`src/rtl/run_controller.sv`:
```
// rtl/run_controller.sv - CDECv run/step/stop/reset execution controller; optional breakpoint via RUN_CTRL_BREAKPOINT_EN
module run_controller #(
  parameter int RST_CYCLES = 4,
  parameter int CNT_W      = 16
) (
  input  logic             clock,
  input  logic             reset,
  input  logic             cmd_valid,
  input  logic [1:0]       cmd,
  output logic             cmd_ready,
  input  logic             dbg_F0,
  input  logic             dbg_halt,
  input  logic [7:0]       pc,
  input  logic [7:0]       bp_addr,
  input  logic             bp_en,
  output logic             cpu_ce,
  output logic             cpu_reset,
  output logic [2:0]       status,
  output logic             bp_hit,
  output logic [CNT_W-1:0] cycle_count
);

  typedef enum logic [2:0] {
    S_STOPPED = 3'd0,
    S_RUN     = 3'd1,
    S_DRAIN   = 3'd2,
    S_STEP    = 3'd3,
    S_HALTED  = 3'd4,
    S_CPURST  = 3'd5
  } state_t;

  localparam logic [1:0] CMD_STOP  = 2'b00;
  localparam logic [1:0] CMD_RUN   = 2'b01;
  localparam logic [1:0] CMD_STEP  = 2'b10;
  localparam logic [1:0] CMD_RESET = 2'b11;

  // Hold counter only needs to reach RST_CYCLES-1
  localparam int          RW       = (RST_CYCLES > 1) ? $clog2(RST_CYCLES) : 1;
  localparam logic [RW-1:0] RST_LAST = RW'(RST_CYCLES - 1);

  state_t             r_state;
  state_t             w_state_nxt;
  logic [RW-1:0]      r_rst_cnt;
  logic [CNT_W-1:0]   r_cycle_count;
  logic               r_bp_hit;
  logic               w_accept;
  logic               w_bp_match;
  logic               w_bp_stop;
  logic               w_enter_rst;

  assign w_accept = cmd_valid && cmd_ready;

`ifdef RUN_CTRL_BREAKPOINT_EN
  // Breakpoint fires only on an instruction boundary, before the instruction at bp_addr executes
  assign w_bp_match = bp_en && dbg_F0 && (pc == bp_addr);
`else
  logic w_unused_bp;
  assign w_unused_bp = ^{bp_en, bp_addr, pc};
  assign w_bp_match  = 1'b0;
`endif

  // State register
  always_ff @(posedge clock or posedge reset) begin
    if (reset) begin
      r_state <= S_STOPPED;
    end else begin
      r_state <= w_state_nxt;
    end
  end

  // Next-state decode; halt beats everything, then commands, then breakpoint
  always_comb begin
    w_state_nxt = r_state;
    w_bp_stop   = 1'b0;
    case (r_state)
      S_STOPPED: begin
        if (w_accept) begin
          if (cmd == CMD_RUN) begin
            w_state_nxt = S_RUN;
          end else if (cmd == CMD_STEP) begin
            w_state_nxt = S_STEP;
          end else if (cmd == CMD_RESET) begin
            w_state_nxt = S_CPURST;
          end
        end
      end
      S_RUN: begin
        if (dbg_halt) begin
          w_state_nxt = S_HALTED;
        end else if (w_accept && (cmd == CMD_RESET)) begin
          w_state_nxt = S_CPURST;
        end else if (w_accept && (cmd == CMD_STOP)) begin
          w_state_nxt = S_DRAIN;
        end else if (w_bp_match) begin
          w_state_nxt = S_STOPPED;
          w_bp_stop   = 1'b1;
        end
      end
      S_DRAIN, S_STEP: begin
        if (dbg_halt) begin
          w_state_nxt = S_HALTED;
        end else if (dbg_F0) begin
          w_state_nxt = S_STOPPED;
        end
      end
      S_HALTED: begin
        if (w_accept && (cmd == CMD_RESET)) begin
          w_state_nxt = S_CPURST;
        end
      end
      S_CPURST: begin
        if (r_rst_cnt == RST_LAST) begin
          w_state_nxt = S_STOPPED;
        end
      end
      default: begin
        w_state_nxt = S_STOPPED;
      end
    endcase
  end

  // Moore outputs decoded straight from the state register
  always_comb begin
    cpu_ce    = 1'b0;
    cpu_reset = 1'b0;
    cmd_ready = 1'b0;
    case (r_state)
      S_STOPPED: cmd_ready = 1'b1;
      S_RUN: begin
        cpu_ce    = 1'b1;
        cmd_ready = 1'b1;
      end
      S_DRAIN:  cpu_ce    = 1'b1;
      S_STEP:   cpu_ce    = 1'b1;
      S_HALTED: cmd_ready = 1'b1;
      S_CPURST: cpu_reset = 1'b1;
      default: begin
        cpu_ce    = 1'b0;
        cpu_reset = 1'b0;
        cmd_ready = 1'b0;
      end
    endcase
  end

  assign status      = r_state;
  assign bp_hit      = r_bp_hit;
  assign cycle_count = r_cycle_count;

  assign w_enter_rst = (w_state_nxt == S_CPURST) && (r_state != S_CPURST);

  // CPU reset hold timer, restarted on every entry to CPURST
  always_ff @(posedge clock or posedge reset) begin
    if (reset) begin
      r_rst_cnt <= '0;
    end else if (w_enter_rst) begin
      r_rst_cnt <= '0;
    end else if ((r_state == S_CPURST) && (r_rst_cnt != RST_LAST)) begin
      r_rst_cnt <= r_rst_cnt + RW'(1);
    end
  end

  // Executed-cycle counter; clear on CPU reset wins over the final enabled cycle
  always_ff @(posedge clock or posedge reset) begin
    if (reset) begin
      r_cycle_count <= '0;
    end else if (w_enter_rst) begin
      r_cycle_count <= '0;
    end else if (cpu_ce) begin
      r_cycle_count <= r_cycle_count + CNT_W'(1);
    end
  end

  // Sticky breakpoint flag; a breakpoint stop in the same cycle as an accepted no-op command still sets it
  always_ff @(posedge clock or posedge reset) begin
    if (reset) begin
      r_bp_hit <= 1'b0;
    end else if (w_bp_stop) begin
      r_bp_hit <= 1'b1;
    end else if (w_accept || w_enter_rst) begin
      r_bp_hit <= 1'b0;
    end
  end

endmodule

```
`config.mk`:
```
export PLATFORM = sky130hd
export DESIGN_NAME = run_controller
export DESIGN_NICKNAME = d
export VERILOG_FILES = /design/src/rtl/run_controller.sv
export SDC_FILE = /design/constraint.sdc
export NUM_CORES = 1
export LEC_CHECK = 0
export BUFFER_PORTS_ARGS = -buffer_cell sky130_fd_sc_hd__buf_2
export CAP_MARGIN = 5
export CORE_MARGIN = 8
export CORE_UTILIZATION = 30
export CTS_CLUSTER_SIZE = 30
export DETAILED_ROUTE_END_ITERATION = 7
export PLACE_DENSITY = 0.56
export SETUP_SLACK_MARGIN = 0.02
export SLEW_MARGIN = 20
export SYNTH_ARGS = -nofsm -noshare
export SYNTH_HDL_FRONTEND = slang
export SYNTH_SLANG_ARGS = --single-unit
export TNS_END_PERCENT = 100
```
`constraint.sdc`:
```
create_clock -name clock -period 5 [get_ports clock]
set_input_delay 1 -clock clock [delete_from_list [all_inputs] [get_ports clock]]
set_output_delay 1 -clock clock [all_outputs]
set_load 0.005 [all_outputs]
```
# Word level (Yosys, flattened, before mapping)
# Index checks and enable logic that the tools add are counted.
[word_totals]
reg_bits = 21
input_bits = 24
out_inout_bits = 23
elab_cells = 48
[classes]
addsub = 2
eq_ne = 12
n_mux = 19
reduce_logical = 12
[op_table]
columns = ["operator", "n"]
rows = [
  ["$mux 3", 11],
  ["$mux 16", 2],
  ["$add 16x1->16 const B", 1],
  ["$pmux 3 s5", 1],
  ["$eq 3x3->1 const B", 3],
  ["$eq 2x2->1 const B", 3],
  ["$eq 3x2->1 const B", 2],
  ["$reduce_or 3->1", 2],
  ["$logic_and 1x1->1", 5],
  ["$mux 2", 2],
  ["$reduce_bool 2->1", 2],
  ["$eq 3x1->1 const B", 1],
  ["$logic_not 3->1", 1],
  ["$mux 1", 3],
  ["$ne 3x3->1 const B", 1],
  ["$add 2x1->2 const B", 1],
  ["$eq 2x1->1 const B", 1],
  ["$logic_not 2->1", 1],
  ["$ne 2x2->1 const B", 1],
  ["$reduce_or 2->1", 1],
]

# Depth between registers and ports, before layout
# Gate-level depths: netlist of run 1.
[logic_depth]
ltp_word = 12
depth_mapped = 7
depth_no_buf = 5

# Least setup slack after synthesis of run 1
# No wires, ideal clock.
[synth_timing]
kind = "input-to-reg"
from = "input cmd[0]"
to = "register r_cycle_count[0] (netlist: cycle_count[0])"
setup_ps = 137
t_arrival_ps = 2068
required_time_ps = 4863
setup_slack_ps = 2796
cell_stages = 5
n_path_buf = 1
path_cell_list = "nand3_1 o21a_1 o22ai_1 clkbuf_1 a21oi_1"
[synth_between]
elab_chain_cells = 9
elab_cells_between_ends = 19
classes_between = "eq/ne (4); mux (10); reduce/logical (5)"
[synth_lines]
columns = ["item", "line_no", "rtl"]
rows = [
  ["start: declaration", "9", "input logic [1:0] cmd,"],
  ["$eq 2x2->1 / $logic_not 2->1 (equally long branches)", "n/a", ""],
  ["$mux 3 / $logic_and 1x1->1 (equally long branches)", "82, 92", ""],
  ["$mux 3, on equally long branches", "80, 92", ""],
  ["$mux 3, on equally long branches", "78, 90", ""],
  ["$mux 3, on equally long branches", "77, 88", ""],
  ["$pmux 3 s5 (*)", "75", "case (r_state)"],
  ["$eq 3x3->1 (*)", "149", "assign w_enter_rst = (w_state_nxt == S_CPURST) && (r_state != S_CPURST);"],
  ["$logic_and 1x1->1 (*)", "149", ""],
  ["$mux 16 / $reduce_bool 2->1 (equally long branches)", "n/a", ""],
  ["end signal: assignment", "169", "r_cycle_count <= r_cycle_count + CNT_W'(1);"],
  ["end: declaration", "44", "logic [CNT_W-1:0] r_cycle_count;"],
]
# Every way passes the cells marked *; elsewhere a longest branch is shown, timed or not.
# A chain may end at the register's enable or synchronous reset.

# Worst setup path after layout of run 1
[layout_timing]
from = "register r_state[1] (netlist: status[1])"
to = "output cpu_ce"
[layout_between]
elab_chain_cells = 3
elab_cells_between_ends = 5
classes_between = "eq/ne (3); mux (1); reduce/logical (1)"
[layout_lines]
columns = ["item", "line_no", "rtl"]
rows = [
  ["start: declaration", "41", "state_t r_state;"],
  ["start signal: assignment", "67", "r_state <= w_state_nxt;"],
  ["$eq 3x2->1 / $eq 3x1->1 (equally long branches)", "127", "case (r_state)"],
  ["$reduce_or 3->1 (no line) (*)", "n/a", ""],
  ["$mux 1 (*)", "127", ""],
  ["end: declaration", "16", "output logic cpu_ce,"],
]
# Marks and branches as above.

==> metrics.cfg, run 1 <==
[setup_path]
worstReg2RegStart = status[1]
critPathTopFamily = flip-flops
cp_max_fo = 15
startpoint_type = flip-flop
arrival_ns = 1.55
timing.rr.end = cycle_count[11]
crit_buf_inv = 2
rrSetupSlack_ns = 3.00
r2r_cells = 4
crit_chain = o21bai_4, clkinv_1, buf_2
crit_type = flip-flop to output pin
cp_num_cells = 3
worstPathRequired_ns = 4.00
crit_path_end_kind = output pin
critical-path-max-stage-delay_ns = 0.55
cp_slowest_cell = dfrtp_1
startpoint = status[1]

[synth]
synth_top_cell_area_share_pct = 43.6
synth_seq_cells = 21
ys_warn_count = 0
syn_inst = 130
syn_nets = 156
ys_seq_area_share_pct = 43.6
synth.avg_cell_area_sq_um = 9.27
synth.distinct_cells = 37
netlist.top_cell.by_area = dfrtp_1
synthTopCellsByArea = dfrtp_1, a21oi_1, xnor2_1
netlist_area_sq_um = 1200

[timing]
fin_skew_ns = 0.00330
slew_headroom_pct = 44.2
maxSlewViolCount = 0
rsz0062_at_grt = false
setup_viol = 0
finalSetupTns_ns = 0
period_minus_slack_ns = 2.55
hold_violations = 0
maxClockFrequency_mhz = 393
post-route-period-util_pct = 50.9
worstMarginPinSlew_ns = 0.836

[clock_network]
ctsHoldBuffers = 0
clkTransAtPathRegs_ns = 0.07
h-tree-depth = 1
cts_tree = done
cts_sinks = 21
clockBufferDepth = 2
cts_resized = 0
clockRootBuffer = clkbuf_8
insertion_delay_ns = 0.26
cts-buffers-inserted = 3
postCtsSetupRepairBufs = 0

[pwr]
pwr-share-seq_pct = 40.9
pwr-share-comb_pct = 40.8
pwr-share-clk_pct = 18.3
swShare_pct = 41.5
vdd_drop_max_uv = 180
leakagePower_uw = 0.000667
powerDensity_nw_per_um2 = 424
power.net_switching_uw = 251
internal_power_uw = 353

[drt]
post_drt_wl_per_cell_um = 14.4
drt_iter0_drc = 65
drt-total-wl_mm = 2.97
drc = 0
first_pass_iters = 4
vias = 1075
vias_per_cell = 5.22
antenna_left = 0

[floorplanning]
die_h_um = 79.4
initial_utilization_pct = 30.6
dieArea_sq_um = 6300
fp.dieW_um = 79.4
core-area_sq_um = 3940
io_pins = 47
placementRows = 23

[status]
status = completed

[global_routing]
grt_usage_pct = 9.87
grt_max_degree = 22
grt_pass1_wl_mm = 5.08
grt_pass1_vias = 1163
grt_antenna_before_repair = 0
grt-ovfl-total = 0

[layout]
fillers = 414
nets = 183
antennaDiodeCount = 0
final_util_pct = 36.1
syn_to_final_growth_pct = 18.3
drive_above_1_share_pct = 24.4

[placed_design]
port_buffers = 28
dp_hpwl_mm = 2.15
globalplace.congestion = 0.775

[worst_hold_path]
min_to = r_rst_cnt[0]
holdCritPathClass = flip-flop to flip-flop
min-delay-start = r_rst_cnt[0]
whs_path_depth = 2

[flow_run]
maxCapViolations = 0

## flip-flops by register name, summed over array words and instances (netlist names)
| register | flops |
|---|---|
| status | 3 |
| cycle_count | 16 |
| r_rst_cnt | 2 |
## placed cells by master, fill, tap and decap left out
| master | n |
|---|---|
| a2111oi_0 | 1 |
| a211o_1 | 1 |
| a211oi_1 | 1 |
| a21o_1 | 1 |
| a21oi_1 | 17 |
| a22oi_1 | 7 |
| buf_2 | 28 |
| buf_4 | 1 |
| clkbuf_1 | 1 |
| clkbuf_8 | 3 |
| clkinv_1 | 1 |
| conb_1 | 1 |
| dfrtp_1 | 21 |
| ha_1 | 2 |
| inv_1 | 8 |
| mux2i_1 | 2 |
| nand2_1 | 7 |
| nand2b_1 | 3 |
| nand3_1 | 5 |
| nand4_1 | 2 |
| nand4_2 | 1 |
| nor2_1 | 4 |
| nor3_1 | 5 |
| nor4b_1 | 1 |
| o21a_1 | 1 |
| o21ai_0 | 7 |
| o21bai_4 | 1 |
| o22ai_1 | 1 |
| o41ai_1 | 1 |
| or2_2 | 1 |
| or3_1 | 6 |
| or3b_2 | 1 |
| or4_1 | 1 |
| or4_4 | 2 |
| or4b_1 | 1 |
| xnor2_1 | 7 |
| xor2_1 | 2 |
## metrics by stage
step / instances / area, sq um / total power (uW) / hold slack [ns] / setup WS (ns)
after detailed placement: 202 / 1380 / 503 / 0.559 / 2.51
after global routing: 206 / 1430 / 653 / 0.591 / 2.30
after global placement: 202 / 1380 / 489 / 0.541 / 2.57
after CTS: 206 / 1430 / 617 / 0.569 / 2.43
final: 206 / 1430 / 604 / 0.561 / 2.45
after floorplan: 130 / 1200 / 418 / 0.519 / 2.80
## cell families after synthesis
| kind of cell | after synthesis | synth area share, % |
|---|---|---|
| xor gates and xnor gates | 9 | 6.54 |
| adders and majority gates | 2 | 2.08 |
| buffers and inverters | 16 | 5.71 |
| DFF | 21 | 43.6 |
| and+or+nand+nor | 40 | 19.6 |
| muxes | 2 | 1.66 |
| other | 1 | 0.311 |
| AOI/OAI and AO/OA | 39 | 20.5 |
## worst max-delay path by stage
stage / end / slack, ns
2_1_floorplan: cycle_count[0] / 2.80
3_3_place_gp: cycle_count[13] / 2.57
3_5_place_dp: cycle_count[15] / 2.51
4_1_cts: cpu_ce / 2.43
5_1_grt: cpu_ce / 2.30
6_report: cpu_ce / 2.45
## power by group through the flow
| stage | Clock, uW | Combinational, uW | Sequential [uW] |
|---|---|---|---|
| 3_5_place_dp | 0 | 253 | 250 |
| 3_3_place_gp | 0 | 243 | 246 |
| 5_1_grt | 123 | 276 | 253 |
| 4_1_cts | 116 | 253 | 247 |
| 2_1_floorplan | 0 | 193 | 225 |
| 6_report | 111 | 247 | 247 |
## worst reg2reg max path, stage by stage (launching register included)
cell and delay [ns]:
dfrtp_1 0.63, o21bai_4 0.16, or4_1 0.62, or3_1 0.36, a22oi_1 0.16
## cell usage after synthesis (all sizes together)
cell type,number
a2111oi,1
a211o,1
a211oi,1
a21o,1
a21oi,17
a22oi,7
buf,6
clkbuf,1
clkinv,1
conb,1
dfrtp,21
ha,2
inv,8
mux2i,2
nand2,7
nand2b,3
nand3,5
nand4,3
nor2,4
nor3,5
nor4b,1
o21a,1
o21ai,7
o21bai,1
o22ai,1
o41ai,1
or2,1
or3,6
or3b,1
or4,3
or4b,1
xnor2,7
xor2,2
## area by class of cell
cell class	count	area, sq um	share of cell area [%]
clock buffers	4	45.0	3.16
multi-input cells	93	611	42.8
repair buffers	29	148	10.4
well taps	50	62.6	4.39
inverters	9	33.8	2.37
flip-flops and latches	21	526	36.9
## routing by layer
layer	vias up	routed length (um)	track usage, %
li1	521	-	-
met1	518	1360	11.5
met2	31	1400	16.7
met3	5	178	2.70
met4	0	38	4.07
met5	-	0	0
Note: power is estimated with default switching activity, not from simulation.
==> inputs of run 2 (changes only) <==
- PLACE_DENSITY: 0.56 -> 0.58
- clock period: 5 -> 2.29 ns (I/O delays scaled with it)
==> metrics.cfg, run 2 (same netlist as run 1, synthesis figures left out) <==
[timing]
rsz0062_at_grt = false
worstMarginPinSlew_ns = 0.801
maxClockFrequency_mhz = 493
period_minus_slack_ns = 2.03
hold_violations = 0
finalSetupTns_ns = 0
slew_headroom_pct = 46.5
maxSlewViolCount = 0
setup_viol = 0
fin_skew_ns = 0.00232
post-route-period-util_pct = 88.6

[floorplanning]
fp.dieW_um = 79.4
io_pins = 47
die_h_um = 79.4
core-area_sq_um = 3940
placementRows = 23
dieArea_sq_um = 6300
initial_utilization_pct = 30.6

[placed_design]
port_buffers = 28
dpl_cell_area_sq_um = 1390
dp_hpwl_mm = 2.21
globalplace.congestion = 0.754

[setup_path]
arrival_ns = 2.21
worstPathRequired_ns = 2.47
startpoint_type = flip-flop
crit_type = flip-flop to flip-flop
crit_path_end_kind = flip-flop
cp_max_fo = 15

[global_routing]
grt_pass1_vias = 1121
grt_max_degree = 22
grt_usage_pct = 9.59
grt-ovfl-total = 0
grt_pass1_wl_mm = 4.91
grt_antenna_before_repair = 0

[pwr]
powerDensity_nw_per_um2 = 932
vdd_drop_max_uv = 296
leakagePower_uw = 0.000672

[clock_network]
ctsHoldBuffers = 0
cts_sinks = 21
insertion_delay_ns = 0.26
cts_tree = done
clockBufferDepth = 2
cts_resized = 0
postCtsSetupRepairBufs = 0
h-tree-depth = 1
clockRootBuffer = clkbuf_8
cts-buffers-inserted = 3
clkTransAtPathRegs_ns = 0.08

[drt]
drt_iter0_drc = 49
first_pass_iters = 4
post_drt_wl_per_cell_um = 14.6
vias_per_cell = 5.23
drt-total-wl_mm = 3.03
antenna_left = 0
drc = 0
vias = 1083

[layout]
multi_input_area_sq_um = 611
syn_to_final_growth_pct = 18.9
final_cell_mix = buf_2, dfrtp_1, a21oi_1, inv_1
regArea_sq_um = 526
drive_above_1_share_pct = 24.8
largest_reg_flops = 16
nets = 184
antennaDiodeCount = 0
fillers = 416
layout_commonest_cell = buf_2
final_area_sq_um = 1430

[flow_run]
maxCapViolations = 0

[status]
status = completed

[worst_hold_path]
holdCritPathClass = input pin to async pin

run 2: changes by cell type in the layout (fill, tap and decap cells not counted), sizes merged:
cell,previous run,this run
buf,29,30
run 2: worst max-delay path: stages (launching register included):
cell      delay, ns
dfrtp_1        0.64
o21bai_4       0.16
or4_1          0.62
or3_1          0.34
a22oi_1        0.17
run 2: worst paths after layout:
path | start | end | slack, ns | depth (start not counted)
max reg2reg | status[1] | cycle_count[11] | 0.26 | 4
max in group asynchronous | reset | r_rst_cnt[1] | 1.46 | 2
min | reset | status[1] | 0.33 | 2
max | status[1] | cycle_count[11] | 0.26 | 4
min reg2reg | r_rst_cnt[0] | r_rst_cnt[0] | 0.56 | 2
min in group clock | dbg_halt | status[2] | 0.49 | 3
run 2: power breakdown:
| part | internal [uW] | switching [uW] |
|---|---|---|
| registers | 432 | 102 |
| clock network | 124 | 123 |
| logic | 226 | 327 |
| total | 783 | 552 |
run 2: metrics by stage:
stage | hold slack, ns | instances | power, uW | setup WS, ns | util (%)
2_1_floorplan | 0.435 | 130 | 914 | 0.458 | -
3_3_place_gp | 0.541 | 203 | 1080 | 0.335 | 35.2
3_5_place_dp | 0.552 | 203 | 1100 | 0.258 | 35.2
4_1_cts | 0.371 | 207 | 1350 | 0.233 | 36.3
5_1_grt | 0.410 | 207 | 1440 | 0.125 | 36.3
6_report | 0.334 | 207 | 1330 | 0.261 | 36.3
run 2: per-layer routing:
| metal | up-vias | wire, um | GRT usage, % |
|---|---|---|---|
| li1 | 519 | - | - |
| met1 | 524 | 1330 | 10.8 |
| met2 | 35 | 1430 | 16.0 |
| met3 | 5 | 215 | 3.15 |
| met4 | 0 | 56 | 4.44 |
| met5 | - | 0 | 0 |
run 2: final cells by class:
class / count / share of cell area, %
inverter: 9 / 2.36
sequential: 21 / 36.7
multi-input combinational: 93 / 42.6
clock buffer: 4 / 3.14
timing repair buffer: 30 / 10.8
tap: 50 / 4.37
